**src/rtl/vga_draw_pkg.sv**
```systemverilog
// Shared screen geometry, field widths and draw-FSM state encoding for the
// VGA pixel-plot path.
package vga_draw_pkg;
  localparam int X_PIXELS = 160;
  localparam int Y_PIXELS = 120;
  localparam int COL_W    = 3;
  localparam int XW       = 8;
  localparam int YW       = 7;
  localparam int IDX_W    = 3;

  typedef enum logic [1:0] {
    ST_IDLE,
    ST_RUN,
    ST_DONE
  } state_t;
endpackage

```
**src/rtl/plot_arbiter_rect_raster.sv**
```systemverilog
// Row-major rectangle walker: load a clipped rectangle, then each step advances
// one pixel; x/y hold the current pixel and last flags the bottom-right corner.
module rect_raster
  import vga_draw_pkg::*;
(
  input  logic          clk,
  input  logic          iResetn,
  input  logic          load,
  input  logic          step,
  input  logic [XW-1:0] load_x,
  input  logic [YW-1:0] load_y,
  input  logic [XW-1:0] load_w,
  input  logic [YW-1:0] load_h,
  output logic [XW-1:0] x,
  output logic [YW-1:0] y,
  output logic          last
);
  logic [XW-1:0] x0, x_end;
  logic [YW-1:0] y_end;

  // Corner bounds; only meaningful after a load with nonzero width and height.
  always_ff @(posedge clk) begin
    if (load) begin
      x0    <= load_x;
      x_end <= load_x + load_w - XW'(1);
      y_end <= load_y + load_h - YW'(1);
    end
  end

  always_ff @(posedge clk) begin
    if (!iResetn) begin
      x <= '0;
      y <= '0;
    end else if (load) begin
      x <= load_x;
      y <= load_y;
    end else if (step) begin
      if (x == x_end) begin
        x <= x0;
        y <= y + YW'(1);
      end else begin
        x <= x + XW'(1);
      end
    end
  end

  assign last = (x == x_end) && (y == y_end);
endmodule

```
**src/rtl/plot_arbiter.sv**
```systemverilog
// Arbitrates N draw clients onto one VGA pixel-write port and rasterises each
// granted rectangle one pixel per clock. Define FIXED_PRIORITY_EN for
// lowest-index-wins arbitration instead of round-robin.
module plot_arbiter
  import vga_draw_pkg::*;
#(
  parameter int N_REQ    = 3,
  parameter int X_PIXELS = vga_draw_pkg::X_PIXELS,
  parameter int Y_PIXELS = vga_draw_pkg::Y_PIXELS
) (
  input  logic                   clk,
  input  logic                   iResetn,
  input  logic [N_REQ-1:0]       iReqValid,
  output logic [N_REQ-1:0]       oReqReady,
  input  logic [XW*N_REQ-1:0]    iReqX,
  input  logic [YW*N_REQ-1:0]    iReqY,
  input  logic [XW*N_REQ-1:0]    iReqW,
  input  logic [YW*N_REQ-1:0]    iReqH,
  input  logic [COL_W*N_REQ-1:0] iReqColour,
  output logic [XW-1:0]          oX,
  output logic [YW-1:0]          oY,
  output logic [COL_W-1:0]       oColour,
  output logic                   oPlot,
  output logic                   oBusy,
  output logic                   oDone,
  output logic [IDX_W-1:0]       oDoneIdx
);
  state_t state, state_nx;
  logic              accept, any_valid, nonempty, last;
  logic [IDX_W-1:0]  grant_sel, grant_idx;
  logic [XW-1:0]     sel_x, sel_w, weff;
  logic [YW-1:0]     sel_y, sel_h, heff;
  logic [COL_W-1:0]  sel_c;

  // Width clipped against the right edge; 9-bit so X_PIXELS - X cannot wrap.
  function automatic logic [XW-1:0] clip_w(input logic [XW-1:0] x, input logic [XW-1:0] w);
    logic [XW:0] lim;
    if ({1'b0, x} >= (XW+1)'(X_PIXELS)) return '0;
    lim = (XW+1)'(X_PIXELS) - {1'b0, x};
    return ({1'b0, w} < lim) ? w : lim[XW-1:0];
  endfunction

  function automatic logic [YW-1:0] clip_h(input logic [YW-1:0] y, input logic [YW-1:0] h);
    logic [YW:0] lim;
    if ({1'b0, y} >= (YW+1)'(Y_PIXELS)) return '0;
    lim = (YW+1)'(Y_PIXELS) - {1'b0, y};
    return ({1'b0, h} < lim) ? h : lim[YW-1:0];
  endfunction

`ifndef FIXED_PRIORITY_EN
  logic [IDX_W-1:0] rr_ptr;
`endif

  always_comb begin
    int idx;
    any_valid = 1'b0;
    grant_sel = '0;
    for (int k = 0; k < N_REQ; k++) begin
`ifdef FIXED_PRIORITY_EN
      idx = k;
`else
      idx = int'(rr_ptr) + k;
      if (idx >= N_REQ) idx = idx - N_REQ;
`endif
      if (!any_valid && iReqValid[idx]) begin
        any_valid = 1'b1;
        grant_sel = IDX_W'(idx);
      end
    end
  end

  assign sel_x    = iReqX[XW*grant_sel +: XW];
  assign sel_y    = iReqY[YW*grant_sel +: YW];
  assign sel_w    = iReqW[XW*grant_sel +: XW];
  assign sel_h    = iReqH[YW*grant_sel +: YW];
  assign sel_c    = iReqColour[COL_W*grant_sel +: COL_W];
  assign weff     = clip_w(sel_x, sel_w);
  assign heff     = clip_h(sel_y, sel_h);
  assign nonempty = (weff != '0) && (heff != '0);

  // Grant is combinational in IDLE and suppressed while reset is asserted.
  always_comb begin
    state_nx  = state;
    accept    = 1'b0;
    oReqReady = '0;
    oPlot     = 1'b0;
    oDone     = 1'b0;
    oDoneIdx  = '0;
    oBusy     = 1'b0;
    case (state)
      ST_IDLE: begin
        if (iResetn && any_valid) begin
          accept    = 1'b1;
          oReqReady = {{(N_REQ-1){1'b0}}, 1'b1} << grant_sel;
          oBusy     = 1'b1;
          state_nx  = nonempty ? ST_RUN : ST_DONE;
        end
      end
      ST_RUN: begin
        oPlot = 1'b1;
        oBusy = 1'b1;
        if (last) state_nx = ST_DONE;
      end
      ST_DONE: begin
        oDone    = 1'b1;
        oDoneIdx = grant_idx;
        oBusy    = 1'b1;
        state_nx = ST_IDLE;
      end
      default: state_nx = ST_IDLE;
    endcase
  end

  always_ff @(posedge clk) begin
    if (!iResetn) state <= ST_IDLE;
    else          state <= state_nx;
  end

  always_ff @(posedge clk) begin
    if (!iResetn) begin
      grant_idx <= '0;
      oColour   <= '0;
`ifndef FIXED_PRIORITY_EN
      rr_ptr    <= '0;
`endif
    end else if (accept) begin
      grant_idx <= grant_sel;
      if (nonempty) oColour <= sel_c;
`ifndef FIXED_PRIORITY_EN
      rr_ptr    <= (grant_sel == IDX_W'(N_REQ-1)) ? '0 : grant_sel + IDX_W'(1);
`endif
    end
  end

  // Empty rectangles never load, so oX/oY keep the last on-screen pixel.
  rect_raster u_raster (
    .clk     (clk),
    .iResetn (iResetn),
    .load    (accept && nonempty),
    .step    ((state == ST_RUN) && !last),
    .load_x  (sel_x),
    .load_y  (sel_y),
    .load_w  (weff),
    .load_h  (heff),
    .x       (oX),
    .y       (oY),
    .last    (last)
  );
endmodule

```
**config.mk**
```make
export PLATFORM = sky130hd
export DESIGN_NAME = plot_arbiter
export DESIGN_NICKNAME = d
export VERILOG_FILES = /design/src/rtl/vga_draw_pkg.sv /design/src/rtl/plot_arbiter_rect_raster.sv /design/src/rtl/plot_arbiter.sv
export SDC_FILE = /design/constraint.sdc
export NUM_CORES = 1
export LEC_CHECK = 0
export ABC_AREA = 1
export BUFFER_PORTS_ARGS = -buffer_cell sky130_fd_sc_hd__buf_2
export CAP_MARGIN = 20
export CORE_ASPECT_RATIO = 1.25
export CORE_MARGIN = 5
export CORE_UTILIZATION = 41
export DETAILED_ROUTE_END_ITERATION = 10
export GPL_TIMING_DRIVEN = 0
export PLACE_DENSITY_LB_ADDON = 0.15
export RECOVER_POWER = 25
export SLEW_MARGIN = 20
export SYNTH_ARGS = -nofsm -noshare
export SYNTH_HDL_FRONTEND = slang
export SYNTH_SLANG_ARGS = --single-unit
```
**constraint.sdc**
```tcl
create_clock -name clk -period 7.4 [get_ports clk]
set_clock_uncertainty 0.15 [all_clocks]
set_input_delay 1.48 -clock clk [delete_from_list [all_inputs] [get_ports clk]]
set_output_delay 1.48 -clock clk [all_outputs]
set_load 0.01 [all_outputs]
```
Word level (Yosys, flattened, before mapping)
Cells that the tools add are included.
W data, S select, Z words.

cells by class
  reduce and logical (&&, ||, !) cells = 19
  equal/unequal tests = 7
  divide/modulo/power cells = 0
  bitwise operators = 0
  multiplexer cells = 45
  multipliers = 2
  $lt $le $gt $ge = 10
  add/sub/neg operators = 14
  shifts and indexed selects = 6

operators with widths
  operator               number
  $lt A32 B4 Y1 const B  3
  $mux W32               3
  $mux W8                6
  $shiftx A24 B7 Y8      2
  $mux W7                6
  $shiftx A21 B7 Y7      2
  $mux W3                7
  $mux W1                15
  $sub A4 B2 Y5 const B  2
  $lt A8 B9 Y1           1
  $shiftx A9 B6 Y3       1
  $sub A8 B8 Y9 const A  1
  $add A8 B1 Y8 const B  1
  $add A8 B8 Y8          1
  $eq A8 B8 Y1           1
  $ge A4 B2 Y1 const B   2
  $ge A8 B8 Y1 const B   1
  $lt A7 B8 Y1           1
  $reduce_bool A8 Y1     1
  $sub A7 B7 Y8 const A  1
  $sub A8 B1 Y8 const B  1
  $add A7 B1 Y7 const B  1
  $add A7 B7 Y7          1
  $eq A7 B7 Y1           1
  other kinds (25)       41

storage, ports and cells
  bits in writable memories = 0
  bits in registers = 49
  memory bits (read-only) = 0
  input port bits = 104
  latch bits = 0
  output and inout port bits = 27
  memories = 0
  logic and storage cells = 112

Logic depth before layout (Yosys ltp)
Gate-level depths: netlist (run 1).

  depth in word-level cells = 23
  gate-level depth with buffers = 48
  gate-level depth less buffers = 47

By module
A second synthesis (run 1) with hierarchy kept.

unflattened totals
  cells, all modules = 878
  area total of the unflattened synthesis = 5846.9 sq um

modules (own cells, without submodules)
  module        sequential area each (sq um)  instances  area an instance (sq um)  cells each
  plot_arbiter  220.2                         1          3075.4                    540
  rect_raster   991.0                         1          2771.4                    338

Worst setup path before layout (run 1)
OpenSTA, ideal clock, no wires.

  kind = input port to flip-flop
  start = input port iReqValid[0]
  end = register u_raster.x_end[7], data pin
  data required time = 6.990 ns
  library setup time = 0.260 ns
  arrival = 5.958 ns
  path slack = 1.033 ns
  stages = 40
  path buffers = 1
  cells stage by stage = nand3_1 nand3_2 nand2_4 nand4_2 nand2_4 nand2_4 buf_6 nand2_1 nand2_1 a21oi_2 inv_1 ha_1 nand2_1 nor2_1 nand2_1 nand2_1 ha_1 inv_1 (+4 left out) nand2_1 nand2_1 nand2_2 nand2_4 nand2_1 nand3_1 ha_1 inv_1 ha_1 inv_1 fa_1 o21ai_0 nand2_1 nand2_1 a21oi_1 xor2_1 xor2_1 xnor2_1

between the ends
  word-level cells in the longest chain between the ends = 17
  elaborated cells between the ends (all ways) = 28
  classes of those cells = 3 x add/sub; 2 x order compare; 2 x shift; 17 x mux; 4 x reduce/logical

RTL lines
  element                                     RTL line                        text
  from (decl)                                 plot_arbiter.sv:13              input logic [N_REQ-1:0] iReqValid,
  $bmux W1 S2                                 plot_arbiter.sv:65              if (!any_valid && iReqValid[idx]) begin
  $mux W1 (implied by the code) (2 in a row)  plot_arbiter.sv:65
  $mux W1                                     plot_arbiter.sv:65
  $logic_not A1 Y1                            plot_arbiter.sv:65
  $logic_and A1 B1 Y1                         plot_arbiter.sv:65
  $mux W1                                     plot_arbiter.sv:65
  $logic_not A1 Y1                            plot_arbiter.sv:65
  $logic_and A1 B1 Y1                         plot_arbiter.sv:65
  $mux W3 *                                   plot_arbiter.sv:65
  $shiftx A24 B7 Y8 *                         plot_arbiter.sv:72              assign sel_x = iReqX[XW*grant_sel +: XW];
  named net sel_x[0]                          plot_arbiter.sv:31              logic [XW-1:0] sel_x, sel_w, weff;
  $sub A8 B8 Y9                               plot_arbiter.sv:39              lim = (XW+1)'(X_PIXELS) - {1'b0, x};
  $lt A8 B9 Y1                                plot_arbiter.sv:40              return ({1'b0, w} < lim) ? w : lim[XW-1:0];
  $mux W8                                     plot_arbiter.sv:40
  $mux W8                                     plot_arbiter.sv:39
  $add A8 B8 Y8 *                             plot_arbiter_rect_raster.sv:25  x_end <= load_x + load_w - XW'(1);
  $sub A8 B1 Y8 *                             plot_arbiter_rect_raster.sv:25
  to (signal assigned)                        plot_arbiter_rect_raster.sv:25
  to (decl)                                   plot_arbiter_rect_raster.sv:18  logic [XW-1:0] x0, x_end;

The timed path passes the listed nets; every way through them passes the cells marked *. The select of a mux whose other input is x is not followed.
A chain may end at the register's enable or synchronous reset.

Worst setup path in the final report (run 1)
Ends and elaborated chain as after synthesis.

==> metrics, run 1 <==
worst r2r path cells 45; Worst-Margin Slew approximately 950 ps; PortBufs 130; ys flop type dfxtp_1; largest net degree at the start of global routing 26; clk_lat worst skew 300 ps; CP peak stage delay around 400 ps; CTS Sinks a little under 50; die area around 16000 sq um; initial antenna violation count 0; vias in the first global route 5359; wire per inst between 10 and 15 um; Critical Path Most Common Cell nand2_1; clk slew on worst S/H paths 70 ps; GRT Overall Usage roughly a fifth; crit path capture type register; core area around 13000 sq um; biggest fanout along the worst timing path 10; synthesized cell area about 5500 sq um; cell count after synthesis between 800 and 900; setup_tns 0 ps; final worst-path cycle share 92.4%; Max Fclk between 100 and 150 MHz; unrepaired setup endpoints after global routing no; Routability Congestion 0.893; R2R setup slack 650 ps; Reg-to-Reg Start rr_ptr[0]$_SDFFE_PN0P_; Mapped Nets between 900 and 1000; # hold bufs at CTS 0; CTS tree built; Area growth syn-to-layout 17.8%; std cell rows 47; Antenna Cells 0; Post-Synthesis Mean Instance Area roughly 6.6 sq um; critical path arrival approximately 6700 ps; busiest metal layer after global routing met2; CP Launch Point iReqValid[0]; met1 GRT Util approximately a quarter; #FFs+latches synth 49; synth unique cells 49; Max-Cap Viols 0; Worst Setup EP u_raster.x_end[7]$_DFFE_PP_; chip height approximately 140 um; Worst setup SP type input pin; DRC errors left 0; Crit Path Class in2reg; Root Buffer clkbuf_16; share of layout cells above drive strength 1 between 10% and 20%; Tightest Hold Check Type reg2reg; GRT overflow 0; R2R Path End u_raster.x_end[7]$_DFFE_PP_; Slew Viols, Final 0; post-CTS setup buffers 0; critical hold path startpoint oColour[0]$_SDFFE_PN0P_; 1st-pass router iterations 4; # IOs 131; H-tree depth 2; crit path max-delay cell type fa_1; endpoints failing setup 0; Detail Route Antenna Nets 0; Die W 114 um; Crit path required time approximately 7300 ps; status completed; Ys Warns 0; Via density 4.84; clk buf depth 2; M3 GR Usage between 3 and 4%; # nets final ~1100; async set or reset register ratio after synthesis 0%; Initial Utilization a little over two fifths; met2 usage roughly 33%; number of synthesized flops with an enable pin 23; first-pass GRT wire length about 26000 um; final hold vios 0; CTS buffer count 5; minimum clock period roughly 7000 ps; 1st-iter DRT viols ~250; via count about 5600; register area share after synthesis 21.8%; HPWL Detailed around 13000 um; Max-Slew Margin vs Limit 36.5%; drt total wl ~16000 um
==> stage by stage <==
stage,cells,utilization (%),worst slack (ps),hold slack [ps],cell area (sq um)
3_5_place_dp,1139,48.2,47.7,304,6410
3_3_place_gp,1139,48.2,94.6,301,6410
2_1_floorplan,838,-,1030,287,5550
5_1_grt,1147,49.2,0.473,333,6530
4_1_cts,1147,49.3,304,313,6560
6_report,1147,49.2,560,314,6530
==> cells in the mapped netlist, types with 8 or more instances <==
cell type,count,share of area (%)
a21oi_1,32,2.9
a31oi_1,8,0.90
clkbuf_1,8,0.54
dfxtp_1,26,9.4
edfxtp_1,23,12
ha_1,52,12
inv_1,115,7.8
inv_2,9,0.61
nand2_1,277,19
nand2_2,10,1.1
nand2_4,9,1.8
nand3_1,68,6.1
nand3b_1,13,1.8
nand4_1,17,1.9
nor2_1,41,2.8
o21ai_0,11,0.99
xnor2_1,12,1.9
xor2_1,30,4.7
==> final cells by class <==
class | count | area (sq um)
plain buffers | 22 | 144
clock inverters | 3 | 21.3
inverters | 126 | 474
fillers | 1456 | 6760
repair buffers | 130 | 622
multi-input cells | 641 | 3720
well taps | 171 | 214
flip-flops and latches | 49 | 1210
clock buffers | 5 | 125
==> worst min path at each step <==
stage / to / slack, ps / cells past startpoint
floorplan: grant_idx[0]$_SDFFE_PN0P_ / 290 / 2
global placement: oColour[0]$_SDFFE_PN0P_ / 300 / 2
detailed placement: oColour[0]$_SDFFE_PN0P_ / 300 / 2
CTS: oColour[0]$_SDFFE_PN0P_ / 310 / 2
global route: oColour[2]$_SDFFE_PN0P_ / 330 / 2
finish: oColour[0]$_SDFFE_PN0P_ / 310 / 2
==> state kept, by name, indices dropped and copies added, names as in the netlist <==
register        cells
u_raster.x0         8
grant_idx           3
u_raster.x          8
u_raster.y          7
rr_ptr              3
u_raster.x_end      8
u_raster.y_end      7
state               2
oColour             3
==> worst max-delay path: cells and delay by family <==
| kind | cells | cell delay, ps |
|---|---|---|
| AO/OA/AOI/OAI | 3 | 550 |
| XOR/XNOR | 3 | 460 |
| adder cells (fa/ha/maj) | 5 | 1360 |
| buffers and inverters | 6 | 620 |
| AND/OR/NAND/NOR | 24 | 2230 |
==> cell families (layout without fill, tap and decap cells) <==
logic type | after synthesis | count (layout) | synth area share (%)
fa+ha+maj | 54 | 54 | 12.5
flops | 49 | 49 | 21.8
compound gates | 78 | 78 | 8.48
xor+xnor | 42 | 42 | 6.63
buf+inv | 148 | 286 | 11.1
simple gates | 467 | 467 | 39.4
==> what timing repair did <==
item	4_1_cts	5_1_grt
resized for setup	0	5
hold endpoints to repair	0	0
endpoints found under the setup margin	0	2
==> cells in the final DEF (no fill, tap or decap), drive strengths merged, types with 5 or more instances in the layout <==
cell type	Yosys	routed
a21oi	36	36
a31oi	8	8
buf	14	121
clkbuf	8	36
dfxtp	26	26
edfxtp	23	23
ha	52	52
inv	124	125
nand2	296	296
nand3	76	76
nand3b	13	13
nand4	21	21
nor2	49	49
nor3	5	5
o21ai	15	15
or2	5	5
xnor2	12	12
xor2	30	30
==> metal layers <==
layer,share of wire (%),up-vias
met5,0,-
met4,2.2,0
met3,6.1,20
met2,46,149
met1,45,2411
li1,-,2971
Power of run 1 is left out: the tool's default activity adds up to more than one toggle a clock period on the data nets, which glitch-free logic cannot reach.
==> inputs of run 2 (changes only) <==
Settings changed: ABC_AREA 1 to unset.
==> metrics, run 2 <==
cell taking the most area after synthesis edfxtp_1; ys flop type dfxtp_1; CTS tree built; clk_lat worst skew 290 ps (about the same); Max-Slew Margin vs Limit -18.5% (-55 points); Synth area leaders edfxtp_1 (12%), ha_1 (11%), dfxtp_1 (9.2%), inv_1 (4.4%), xnor2_1 (4.0%); cell count after synthesis 680 (-19%); std cell rows 48 (+2.1%); post-synthesis mux area share 2.23% (+2.2 points); chip height 142 um (+1.1%); unrepaired setup endpoints after global routing yes; GRT overflow 0 (unchanged); largest net degree at the start of global routing 31 (+19%); Max-Cap Viols 1 (+1); status finished with violations; Commonest cells post-synth inv_1 (67), nor2_1 (53), ha_1 (52), nand2_1 (51), a21oi_1 (34); 1st-pass router iterations 5 (+1); DRC errors left 0 (unchanged); CTS Sinks 49 (unchanged); vias in the first global route 6258 (+17%); synthesized cell area 5670 sq um (+2.3%); DP Worst Slack -1570 ps (-1610 ps); 1st-iter DRT viols 424 (+71%); Synth Area in Compound Gates 30.5% (+22 points); Tightest Hold Check Type reg2reg; register area share after synthesis 21.3% (-0.49 points); final worst-path cycle share 100% (+7.7 points); most frequent cells in the layout buf_2 (114), inv_1 (61), buf_4 (61); setup ws final -7.14 ps (-567 ps); Slew Viols, Final 10 (+10); Worst-Margin Slew 1750 ps (+803 ps); GRT Overall Usage 25.2% (+5.4 points); Worst setup SP type input pin; die area 16300 sq um (+2.1%); Die W 115 um (+1.0%); synth unique cells 91 (+86%); Largest regs u_raster.x0: 8 flops, u_raster.x: 8 flops, u_raster.x_end: 8 flops; Ys Warns 0 (unchanged); Detail Route Antenna Nets 0 (unchanged); Max Fclk 135 MHz (-7.7%); final hold vios 0 (unchanged); adder-cell area share of the yosys netlist 12.2% (-0.28 points); via count 6142 (+11%); crit path max-delay cell type a2111oi_4; Mapped Nets 838 (-16%); PortBufs 130 (unchanged); most numerous cell in the Yosys netlist inv_1; H-tree depth 2 (unchanged); failing checks capacitance limit, slew limit, setup timing; post-synthesis xor/xnor area fraction 6.79% (+0.16 points); first-pass GRT wire length 32500 um (+26%); CP peak stage delay 440 ps (+40 ps); # hold bufs at CTS 0 (unchanged); minimum clock period 7410 ps (+567 ps); wire per inst 19.8 um (+44%); Area growth syn-to-layout 36.2%; # nets final 1035 (-8.6%); share of layout cells above drive strength 1 34.9% (+15 points); number of synthesized flops with an enable pin 23 (unchanged); initial antenna violation count 0 (unchanged); core area 13700 sq um (+3.0%); endpoints failing setup 1 (+1); clk buf depth 2 (unchanged); setup_tns -7.14 ps (-7.14 ps); crit path capture type register; Initial Utilization 41.4% (-0.30 points); hold slack 324 ps (+9.99 ps); Routability Congestion 0.932 (+4.4%); CTS buffer count 5 (unchanged); area share of the largest cell type after synthesis 12.2% (-6.6 points); HPWL Detailed 16500 um (+23%); Crit path required time 7290 ps (about the same); critical path arrival 7300 ps (+560 ps); clk slew on worst S/H paths 60 ps (about the same); Root Buffer clkbuf_16; final core utilization 56.4% (+7.3 points); Crit Path Class in2reg; CP Buf/Inv Count 7 (+1); simple-gate share of the synthesized area 19.4% (-20 points); # IOs 131 (unchanged); most common cell after layout, fill and taps aside buf_2; biggest fanout along the worst timing path 7 (-3); largest family of logic cells by synthesized area compound AO/OA/AOI/OAI gates; drt total wl 20900 um (+32%); Antenna Cells 0 (unchanged); Post-Synthesis Mean Instance Area 8.34 sq um (+26%); async set or reset register ratio after synthesis 0% (unchanged); Via density 5.83 (+21%); #FFs+latches synth 49 (unchanged); CP top delay family compound AO/OA/AOI/OAI gates
[run 2: cell count changes in the layout (fill, tap and decap cells not counted), sizes merged, moves of 14 or more]
cell and change:
xnor2 +14, o31ai +15, inv -54, buf +71
nand2 -245, a222oi +18, nand3 -59, o21ai +22
[run 2: final cells by class]
cell class,instances,area [sq um]
Buffer,30,255
Clock buffer,7,133
Clock inverter,1,6.26
Fill cell,1314,5960
Inverter,71,269
Multi-Input combinational cell,527,4480
Sequential cell,49,1220
Tap cell,175,219
Timing Repair Buffer,193,1150
[run 2: routing by layer]
metal | vias up | track usage, % | wire length (um) | part of all wire (%)
met3 | 48 | 3.97 | 1340 | 6.4
met4 | 0 | 9.52 | 733 | 3.5
met5 | - | 0 | 0 | 0
li1 | 2953 | - | - | -
met2 | 240 | 44.5 | 10500 | 50
met1 | 2901 | 30.5 | 8350 | 40
[run 2: path summary, 6_finish.rpt]
check	startpoint	end	slack, ps	cells past startpoint
setup / recovery	iReqValid[2]	u_raster.x_end[7]$_DFFE_PP_	-7	36
hold / removal	oColour[0]$_SDFFE_PN0P_	oColour[0]$_SDFFE_PN0P_	320	2
setup reg to reg	rr_ptr[0]$_SDFFE_PN0P_	u_raster.x_end[7]$_DFFE_PP_	90	40
hold reg to reg	oColour[0]$_SDFFE_PN0P_	oColour[0]$_SDFFE_PN0P_	320	2
[run 2: metrics by stage]
stage          std cells  instance area (sq um)
2_1_floorplan        680                   5790
6_report            1053                   7730
3_3_place_gp         985                   6660
5_1_grt             1053                   7730
4_1_cts             1034                   7440
3_5_place_dp         985                   6660
[run 2: timing repair]
action	CTS	global route
pin swaps	32	43
buffers inserted	44	19
resized for setup	67	39
gates cloned	0	0
endpoints found under the setup margin	42	7
[run 2: cells by family after synthesis]
kind of cell / after synthesis
AOI/OAI and AO/OA: 209
xor gates and xnor gates: 44
adders and majority gates: 54
buffers and inverters: 104
DFF: 49
muxes: 12
and+or+nand+nor: 208
[run 2: worst min-delay path: cells and delay by family, from the launching register on]
kind | cells | cell delay [ps]
DFF | 1 | 310
AOI/OAI and AO/OA | 2 | 120
Power of run 2 is left out for the same reason.
